[src/rtl/sevenseg_capture_if.sv]
// ---------------------------------------------------------------------------
// sevenseg_capture_if
// Scanned seven-segment bus as seen on the display pins.
//   seg_in : 7 segments, active low, bit0=a ... bit6=g
//   an_in  : N digit selects, active low, one-hot while a digit is lit
// master : the side driving the scan (display driver or testbench)
// slave  : the side sampling the scan (sevenseg_capture)
// ---------------------------------------------------------------------------
interface sevenseg_capture_if #(
    parameter int N = 2
);
    logic [6:0]   seg_in;
    logic [N-1:0] an_in;

    modport master (output seg_in, output an_in);
    modport slave  (input  seg_in, input  an_in);
endinterface

[src/rtl/sevenseg_capture.sv]
// ---------------------------------------------------------------------------
// sevenseg_capture
// Samples a multiplexed seven-segment scan and rebuilds a stable per-digit
// segment image. A digit is committed once its (select, segments) pair has
// been seen for STABLE_CYCLES consecutive samples; each commit pulses upd,
// records the digit index and decodes the pattern back to a hex nibble.
// Runs with more than one select asserted are counted in err_cnt.
//
// Ports:
//   clk          system clock
//   reset_n      asynchronous reset, active low
//   clr          synchronous clear of all captured state
//   scan         scanned bus (seg_in, an_in), slave side
//   digit_values captured active-low segment pattern per digit
//   hex_values   decoded nibble per digit (0 when not decodable)
//   hex_valid    pattern matched the hex table
//   seen         digit committed at least once since reset/clr
//   upd          one-cycle pulse per digit commit
//   upd_index    index of the last committed digit
//   err_cnt      saturating count of illegal scan runs
// ---------------------------------------------------------------------------
module sevenseg_capture #(
    parameter int N             = 2,
    parameter int STABLE_CYCLES = 2,
    localparam int IDX_W        = $clog2(N),
    localparam int CNT_W        = $clog2(STABLE_CYCLES + 1)
) (
    input  logic               clk,
    input  logic               reset_n,
    input  logic               clr,
    sevenseg_capture_if.slave  scan,
    output logic [6:0]         digit_values [0:N-1],
    output logic [3:0]         hex_values   [0:N-1],
    output logic [N-1:0]       hex_valid,
    output logic [N-1:0]       seen,
    output logic               upd,
    output logic [IDX_W-1:0]   upd_index,
    output logic [7:0]         err_cnt
);

    localparam logic [CNT_W-1:0] CNT_SAT = CNT_W'(STABLE_CYCLES);

    logic [6:0]       s_seg_q,   s_seg_d;
    logic [N-1:0]     s_an_q,    s_an_d;
    logic [6:0]       prev_seg_q, prev_seg_d;
    logic [N-1:0]     prev_an_q,  prev_an_d;
    logic [CNT_W-1:0] run_cnt_q, run_cnt_d;

    logic [6:0]       digit_values_q [0:N-1];
    logic [6:0]       digit_values_d [0:N-1];
    logic [3:0]       hex_values_q   [0:N-1];
    logic [3:0]       hex_values_d   [0:N-1];
    logic [N-1:0]     hex_valid_q, hex_valid_d;
    logic [N-1:0]     seen_q,      seen_d;
    logic             upd_q,       upd_d;
    logic [IDX_W-1:0] upd_index_q, upd_index_d;
    logic [7:0]       err_cnt_q,   err_cnt_d;

    logic             restart;
    logic             commit;
    logic [IDX_W-1:0] sel_idx;
    int unsigned      zeros;
    logic [4:0]       dec;

    // Active-low pattern to {valid, nibble}; unknown patterns decode to 0.
    function automatic logic [4:0] decode_hex(input logic [6:0] pat);
        case (pat)
            7'h40:   return {1'b1, 4'h0};
            7'h79:   return {1'b1, 4'h1};
            7'h24:   return {1'b1, 4'h2};
            7'h30:   return {1'b1, 4'h3};
            7'h19:   return {1'b1, 4'h4};
            7'h12:   return {1'b1, 4'h5};
            7'h02:   return {1'b1, 4'h6};
            7'h78:   return {1'b1, 4'h7};
            7'h00:   return {1'b1, 4'h8};
            7'h10:   return {1'b1, 4'h9};
            7'h08:   return {1'b1, 4'hA};
            7'h03:   return {1'b1, 4'hB};
            7'h46:   return {1'b1, 4'hC};
            7'h21:   return {1'b1, 4'hD};
            7'h06:   return {1'b1, 4'hE};
            7'h0E:   return {1'b1, 4'hF};
            default: return 5'b0;
        endcase
    endfunction

    // Next-state logic. A run counter value of 0 means "no previous sample",
    // so the first sample after reset/clr always starts a fresh run. A
    // commit fires on the edge the counter reaches STABLE_CYCLES, either by
    // counting up or by a restart when STABLE_CYCLES is 1; once saturated
    // the run never commits again.
    always_comb begin
        s_seg_d        = scan.seg_in;
        s_an_d         = scan.an_in;
        prev_seg_d     = s_seg_q;
        prev_an_d      = s_an_q;
        digit_values_d = digit_values_q;
        hex_values_d   = hex_values_q;
        hex_valid_d    = hex_valid_q;
        seen_d         = seen_q;
        upd_d          = 1'b0;
        upd_index_d    = upd_index_q;
        err_cnt_d      = err_cnt_q;
        zeros          = 0;
        sel_idx        = '0;
        dec            = decode_hex(s_seg_q);

        for (int i = 0; i < N; i++) begin
            if (!s_an_q[i]) begin
                zeros   = zeros + 1;
                sel_idx = IDX_W'(i);
            end
        end

        restart = (run_cnt_q == '0) ||
                  (s_an_q != prev_an_q) || (s_seg_q != prev_seg_q);

        if (restart) begin
            run_cnt_d = CNT_W'(1);
        end else if (run_cnt_q == CNT_SAT) begin
            run_cnt_d = CNT_SAT;
        end else begin
            run_cnt_d = run_cnt_q + CNT_W'(1);
        end

        commit = (run_cnt_d == CNT_SAT) && (restart || (run_cnt_q != CNT_SAT));

        if (commit && (zeros == 1)) begin
            digit_values_d[sel_idx] = s_seg_q;
            hex_values_d[sel_idx]   = dec[3:0];
            hex_valid_d[sel_idx]    = dec[4];
            seen_d[sel_idx]         = 1'b1;
            upd_d                   = 1'b1;
            upd_index_d             = sel_idx;
        end else if (commit && (zeros >= 2) && (err_cnt_q != 8'hFF)) begin
            err_cnt_d = err_cnt_q + 8'd1;
        end

        // clr wins over any commit on the same edge; only sampling survives.
        if (clr) begin
            for (int i = 0; i < N; i++) begin
                digit_values_d[i] = 7'h7F;
                hex_values_d[i]   = 4'h0;
            end
            hex_valid_d = '0;
            seen_d      = '0;
            upd_d       = 1'b0;
            upd_index_d = '0;
            err_cnt_d   = 8'd0;
            run_cnt_d   = '0;
        end
    end

    always_ff @(posedge clk or negedge reset_n) begin
        if (!reset_n) begin
            s_seg_q    <= 7'h7F;
            s_an_q     <= '1;
            prev_seg_q <= 7'h7F;
            prev_an_q  <= '1;
            run_cnt_q  <= '0;
            for (int i = 0; i < N; i++) begin
                digit_values_q[i] <= 7'h7F;
                hex_values_q[i]   <= 4'h0;
            end
            hex_valid_q <= '0;
            seen_q      <= '0;
            upd_q       <= 1'b0;
            upd_index_q <= '0;
            err_cnt_q   <= 8'd0;
        end else begin
            s_seg_q        <= s_seg_d;
            s_an_q         <= s_an_d;
            prev_seg_q     <= prev_seg_d;
            prev_an_q      <= prev_an_d;
            run_cnt_q      <= run_cnt_d;
            digit_values_q <= digit_values_d;
            hex_values_q   <= hex_values_d;
            hex_valid_q    <= hex_valid_d;
            seen_q         <= seen_d;
            upd_q          <= upd_d;
            upd_index_q    <= upd_index_d;
            err_cnt_q      <= err_cnt_d;
        end
    end

    assign digit_values = digit_values_q;
    assign hex_values   = hex_values_q;
    assign hex_valid    = hex_valid_q;
    assign seen         = seen_q;
    assign upd          = upd_q;
    assign upd_index    = upd_index_q;
    assign err_cnt      = err_cnt_q;

endmodule

[src/flat_wrapper.sv]
// flat-port wrapper written by rule: the top's interface ports become plain ports
module sevenseg_capture_flat 
#(
    parameter int N             = 2,
    parameter int STABLE_CYCLES = 2,
    localparam int IDX_W        = $clog2(N),
    localparam int CNT_W        = $clog2(STABLE_CYCLES + 1)
)
  (clk, reset_n, clr, digit_values, hex_values, hex_valid, seen, upd, upd_index, err_cnt, scan_seg_in, scan_an_in);
  sevenseg_capture_if #(.N(N)) scan_i ();
  input  logic clk;
  input  logic reset_n;
  input  logic clr;
  output logic [6:0] digit_values[0:N-1];
  output logic [3:0] hex_values[0:N-1];
  output logic [N-1:0] hex_valid;
  output logic [N-1:0] seen;
  output logic upd;
  output logic [IDX_W-1:0] upd_index;
  output logic [7:0] err_cnt;
  input wire logic [$bits(scan_i.seg_in)-1:0] scan_seg_in;
  input wire logic [$bits(scan_i.an_in)-1:0] scan_an_in;
  assign scan_i.seg_in = scan_seg_in;
  assign scan_i.an_in = scan_an_in;
  sevenseg_capture #(.N(N), .STABLE_CYCLES(STABLE_CYCLES)) u_core (.clk(clk), .reset_n(reset_n), .clr(clr), .scan(scan_i), .digit_values(digit_values), .hex_values(hex_values), .hex_valid(hex_valid), .seen(seen), .upd(upd), .upd_index(upd_index), .err_cnt(err_cnt));
endmodule
[config.mk]
export PLATFORM = sky130hd
export DESIGN_NAME = sevenseg_capture_flat
export DESIGN_NICKNAME = d
export VERILOG_FILES = /design/src/rtl/sevenseg_capture_if.sv /design/src/rtl/sevenseg_capture.sv /design/src/flat_wrapper.sv
export SDC_FILE = /design/constraint.sdc
export NUM_CORES = 1
export LEC_CHECK = 0
export CORE_MARGIN = 2
export CORE_UTILIZATION = 56
export CTS_CLUSTER_DIAMETER = 50
export CTS_CLUSTER_SIZE = 40
export DETAILED_ROUTE_END_ITERATION = 6
export GPL_TIMING_DRIVEN = 0
export PLACE_DENSITY_LB_ADDON = 0.1
export SETUP_SLACK_MARGIN = 0.1
export SLEW_MARGIN = 20
export SYNTH_ARGS = -nofsm -noshare
export SYNTH_HDL_FRONTEND = slang
export SYNTH_SLANG_ARGS = --single-unit
[constraint.sdc]
create_clock -name clk -period 3.8 [get_ports clk]
set_input_delay 0.57 -clock clk [delete_from_list [all_inputs] [get_ports clk]]
set_output_delay 0.57 -clock clk [all_outputs]
set_load 0.1 [all_outputs]
Word-level counts from Yosys, hierarchy flattened
Cells that the tools add are included.

Register bits: 56. Bits of input ports: 12. Output and inout port bits: 36. Word-level logic and storage cells: 92.

Add/sub/neg operators: 3. Magnitude comparators: 5. Eq/ne operators: 23. Multiplexer cells: 31. Bitwise operators: 2. Reduce and logical (&&, ||, !) cells: 14.

Operators by type and width (count): $pmux 5 s16 (1); $mux 8 (5); $eq 32x1->1 const B (1); $ge 32x2->1 const B (1); $mux 32 (1); $eq 7x7->1 const B (4); $mux 14 (2); $eq 7x5->1 const B (3); $eq 7x6->1 const B (3); $bwmux 14 (1); $eq 7x2->1 const B (2); $eq 7x4->1 const B (2); $mux 2 (7); $add 8x1->8 const B (1); $bwmux 8 (1); $ne 8x8->1 const B (1); $demux 7 s1 (1); $eq 7x3->1 const B (1); $logic_not 7->1 (1); $mux 1 (7); $mux 7 (1); $ne 7x7->1 (1); $logic_and 1x1->1 (6); $demux 4 s1 (1); 18 further kinds (23).

Logic depth before layout (Yosys ltp)
Depth after elaboration: 11. Mapped depth: 9. Depth with buffers taken out: 7.

Worst setup path before layout
No wires, ideal clock.

Kind: reg2reg. Start point: reg u_core.err_cnt_q[0], in the netlist u_core.err_cnt[0]. End point: reg u_core.err_cnt_q[4], in the netlist u_core.err_cnt[4]. Data arrival time: 2.175 ns. Setup slack: 1.547 ns. Stages on the path, launching flop included: 7. Buffers on the path: 1. Clock period less this slack: 2.253 ns. Cell sequence: dfrtp_1 ha_1 nand4_1 nand3b_1 clkbuf_1 or4_1 a21oi_1.

Word-level cells in the longest chain between the ends: 4.

Ends and longest elaborated chain: start: declaration (line sevenseg_capture.sv:57) `logic [7:0] err_cnt_q, err_cnt_d;`; start signal: assignment (line sevenseg_capture.sv:183) `err_cnt_q <= err_cnt_d;`; $add 8x1->8 / $ne 8x8->1 (equally long branches) (line sevenseg_capture.sv:137, sevenseg_capture.sv:136); $mux 8 / $logic_and 1x1->1 (equally long branches) (line sevenseg_capture.sv:136) `end else if (commit && (zeros >= 2) && (err_cnt_q != 8'hFF)) begin`; $mux 8 / $reduce_bool 2->1 (equally long branches); $mux 8 / $reduce_and 2->1 (equally long branches).

Parallel ways exist; a longest one is shown, timed or not. The select of a mux whose other input is x is not followed. A chain may end at the register's enable or synchronous reset.

Worst setup path after layout
Start point: reg u_core.digit_values_q, in the netlist u_core.digit_values[0]. End point: out digit_values[0] (netlist name).

RTL lines: start: declaration (line sevenseg_capture.sv:49) `logic [6:0] digit_values_q [0:N-1];`; start signal: assignment (line sevenseg_capture.sv:177) `digit_values_q <= digit_values_d;`; end: declaration (line flat_wrapper.sv:14) `output logic [6:0] digit_values[0:N-1];`.

No word-level cell between the ends.

==> flow_summary.yaml <==
outcome:
  status: "finished, final reports clean"
global_routing:
  grt_pass1_vias: 1951
  grt_max_degree: 57
  antenna_found_initial: 0
  grt_pass1_wl_um: 9142
  track_usage: 0.2227
  overflow: 0
final_layout:
  multi_input_area_um2: 1100
  seq_area_um2: 1441
  area_delta_synth_final_pct: 23.70
  drive_gt1_frac: 0.1951
  diodes: 0
  fillers: 359
  layout.nets: 303
  fin_util: 0.7063
  final_cell_area_um2: 3292
clocking:
  cts_tree: "yes"
  ctsHtreeMaxLevel: 2
  path_clk_slew_ns: 0.10
  numCtsBuffers: 5
  ctsResizeCount: 0
  ctsHoldBuffers: 0
  clkSinkCount: 56
  post-cts-setup-buffers: 0
  cts_max_path_buffers: 2
  cts.root.buffer_cell: "clkbuf_8"
  clk_latency_ns: 0.31
drt:
  wl_per_cell_um: 15.76
  drc: 0
  drtIter0Drc: 104
  vias: 2028
  drtAntennaViolNets: 0
  drt_pass1_iterations: 4
  routed_wl_um: 5374
  vias_per_cell: 5.947
floorplan:
  die_h_um: 72.94
  start_util: 0.5710
  die_w_um: 72.94
  core-area_um2: 4661
  ios: 48
  rows: 25
  die_area_um2: 5320
power:
  vdd.ir_drop.worst_uv: 310.4
  p_per_area_nw_per_um2: 323.4
  p_leak_nw: 1.267
placement:
  dp_slack_ns: 1.438
  place_area_um2: 3197
  portBuffers: 47
  dp_hpwl_um: 3792
  place.gp.congestion: 0.9292
timing:
  relSlewSlack: 0.3462
  worst_pin_slew_ns: 0.9776
  clock_skew_ns: 0.005524
  finalHoldViolations: 0
  setup_ws_ns: 1.237
  finalCritPeriodShare: 0.6744
  tns_ns: 0
  finalCriticalPeriod_ns: 2.563
  rsz0062_at_grt: "no"
  fmaxAchievable_mhz: 390.2
  setup_viol: 0
  drv_slew: 0
setup_path:
  worstReg2RegEnd: "u_core.err_cnt[5]$_DFFE_PN0P_"
  critPathSlowestCell: "clkdlybuf4s50_1"
  cp-start-kind: "flip-flop"
  path_buf_inv: 1
  r2r_setup_slack_ns: 1.43
  worstSetupPathType: "flip-flop to primary output"
  max_stage_delay_ns: 1.13
  critical_path_arrival_ns: 1.99
  cp_max_fo: 2
  end_kind: "primary output"
  crit_family: "buffers and inverters"
  reg2reg_from: "u_core.prev_an_d[1]$_DFF_PN1_"
  required_ns: 3.23
  cp_cell_sequence: "clkdlybuf4s50_1"
  reg2reg_depth: 6
yosys:
  synth.top_cells.by_area: "dfstp_2, dfrtp_1, o22a_1, o2bb2ai_1, ha_1"
  synth_cells: 232
  netlist_area_um2: 2661
  synth-seq-cells: 56
  synth.largest_area_cell: "dfstp_2"
  synth_edf_count: 0
  ys_seq_area_frac: 0.5416
  ys.flop_type: "dfstp_2"
  yosysMostFrequentCell: "dfstp_2"
  avgSynthCellArea_um2: 11.47
  async_flop_share: 1.000
  synth_fp_nets: 249
  synth_warnings: 0
  synth.distinct_cells: 47
  synth_top_area_share: 0.3159
  synthTopCellsByCount: "dfstp_2, dfrtp_1, nor2_1"
hold_path:
  min_path_type: "input pin to asynchronous set/reset pin"
run:
  cap_viol_max_count: 0
-- placed cells by master, fill, tap and decap left out, types with 4 or more instances in the layout --
cell type	instances
nor2_1	16
o22a_1	14
clkbuf_1	11
dfstp_2	32
nand2_1	8
ha_1	5
clkdlybuf4s50_1	46
o21ai_0	7
o2bb2ai_1	8
o31ai_1	5
xor2_1	6
inv_1	8
or4_1	6
a21oi_1	10
xnor2_1	4
nand3_1	9
nand4_1	6
dfrtp_1	24
clkbuf_8	6
nor3_1	4
-- area by class of cell --
type,count,share of cell area
plain buffers,17,0.02737
clock buffers,6,0.02509
clock inverters,2,0.003801
inverters,8,0.009122
multi-input cells,151,0.3341
flip-flops and latches,56,0.4379
well taps,54,0.02052
repair buffers,47,0.1422
-- worst max path at each step --
stage                                             from                         endpoint  slack, ns  cells past startpoint
detailed placement       u_core.prev_an_d[1]$_DFF_PN1_    u_core.err_cnt[4]$_DFFE_PN0P_       1.44                      6
global route        u_core.digit_values[5]$_DFFE_PN1P_                  digit_values[5]       1.19                      1
global placement                               reset_n  u_core.hex_valid[0]$_DFFE_PN0P_       0.58                      1
floorplan                u_core.err_cnt[0]$_DFFE_PN0P_    u_core.err_cnt[4]$_DFFE_PN0P_       1.55                      6
finish              u_core.digit_values[0]$_DFFE_PN1P_                  digit_values[0]       1.24                      1
CTS                 u_core.digit_values[0]$_DFFE_PN1P_                  digit_values[0]       1.23                      1
-- routing by layer --
layer	GRT usage	share of wire
met2	0.3424	0.47
met1	0.3155	0.46
met5	0	0
met3	0.04696	0.054
met4	0.07613	0.015
-- per-stage QoR --
| step | hold slack (ns) | power (mW) | std cells |
|---|---|---|---|
| 2_1_floorplan | 0.2744 | 0.6938 | 232 |
| 3_3_place_gp | 0.3548 | 0.7321 | 333 |
| 3_5_place_dp | 0.3556 | 0.7339 | 333 |
| 4_1_cts | 0.3135 | 1.071 | 341 |
| 5_1_grt | 0.3411 | 1.110 | 341 |
| 6_report | 0.2788 | 1.065 | 341 |
-- flip-flops by register name, summed over array words and instances, names as in the netlist, 2 cells and up --
signal	flops
u_core.digit_values	14
u_core.err_cnt	8
u_core.hex_valid	2
u_core.hex_values	8
u_core.prev_an_d	2
u_core.prev_an_q	2
u_core.prev_seg_d	7
u_core.prev_seg_q	7
u_core.run_cnt_q	2
u_core.seen	2
-- where the power goes --
group,internal [mW],total (mW),leakage [nW],switching [mW]
Combinational,0.0365,0.100,0.545,0.0639
Sequential,0.615,0.624,0.670,0.00902
Clock,0.149,0.340,0.0521,0.191
Total,0.800,1.06,1.27,0.264
-- cells by family after synthesis --
family,share of synthesized area
AOI/OAI and AO/OA,0.1754
xor gates and xnor gates,0.03291
adders and majority gates,0.02351
buffers and inverters,0.04513
DFF,0.5416
muxes,0.004231
and+or+nand+nor,0.1773
(Power assumes the default switching activity.)
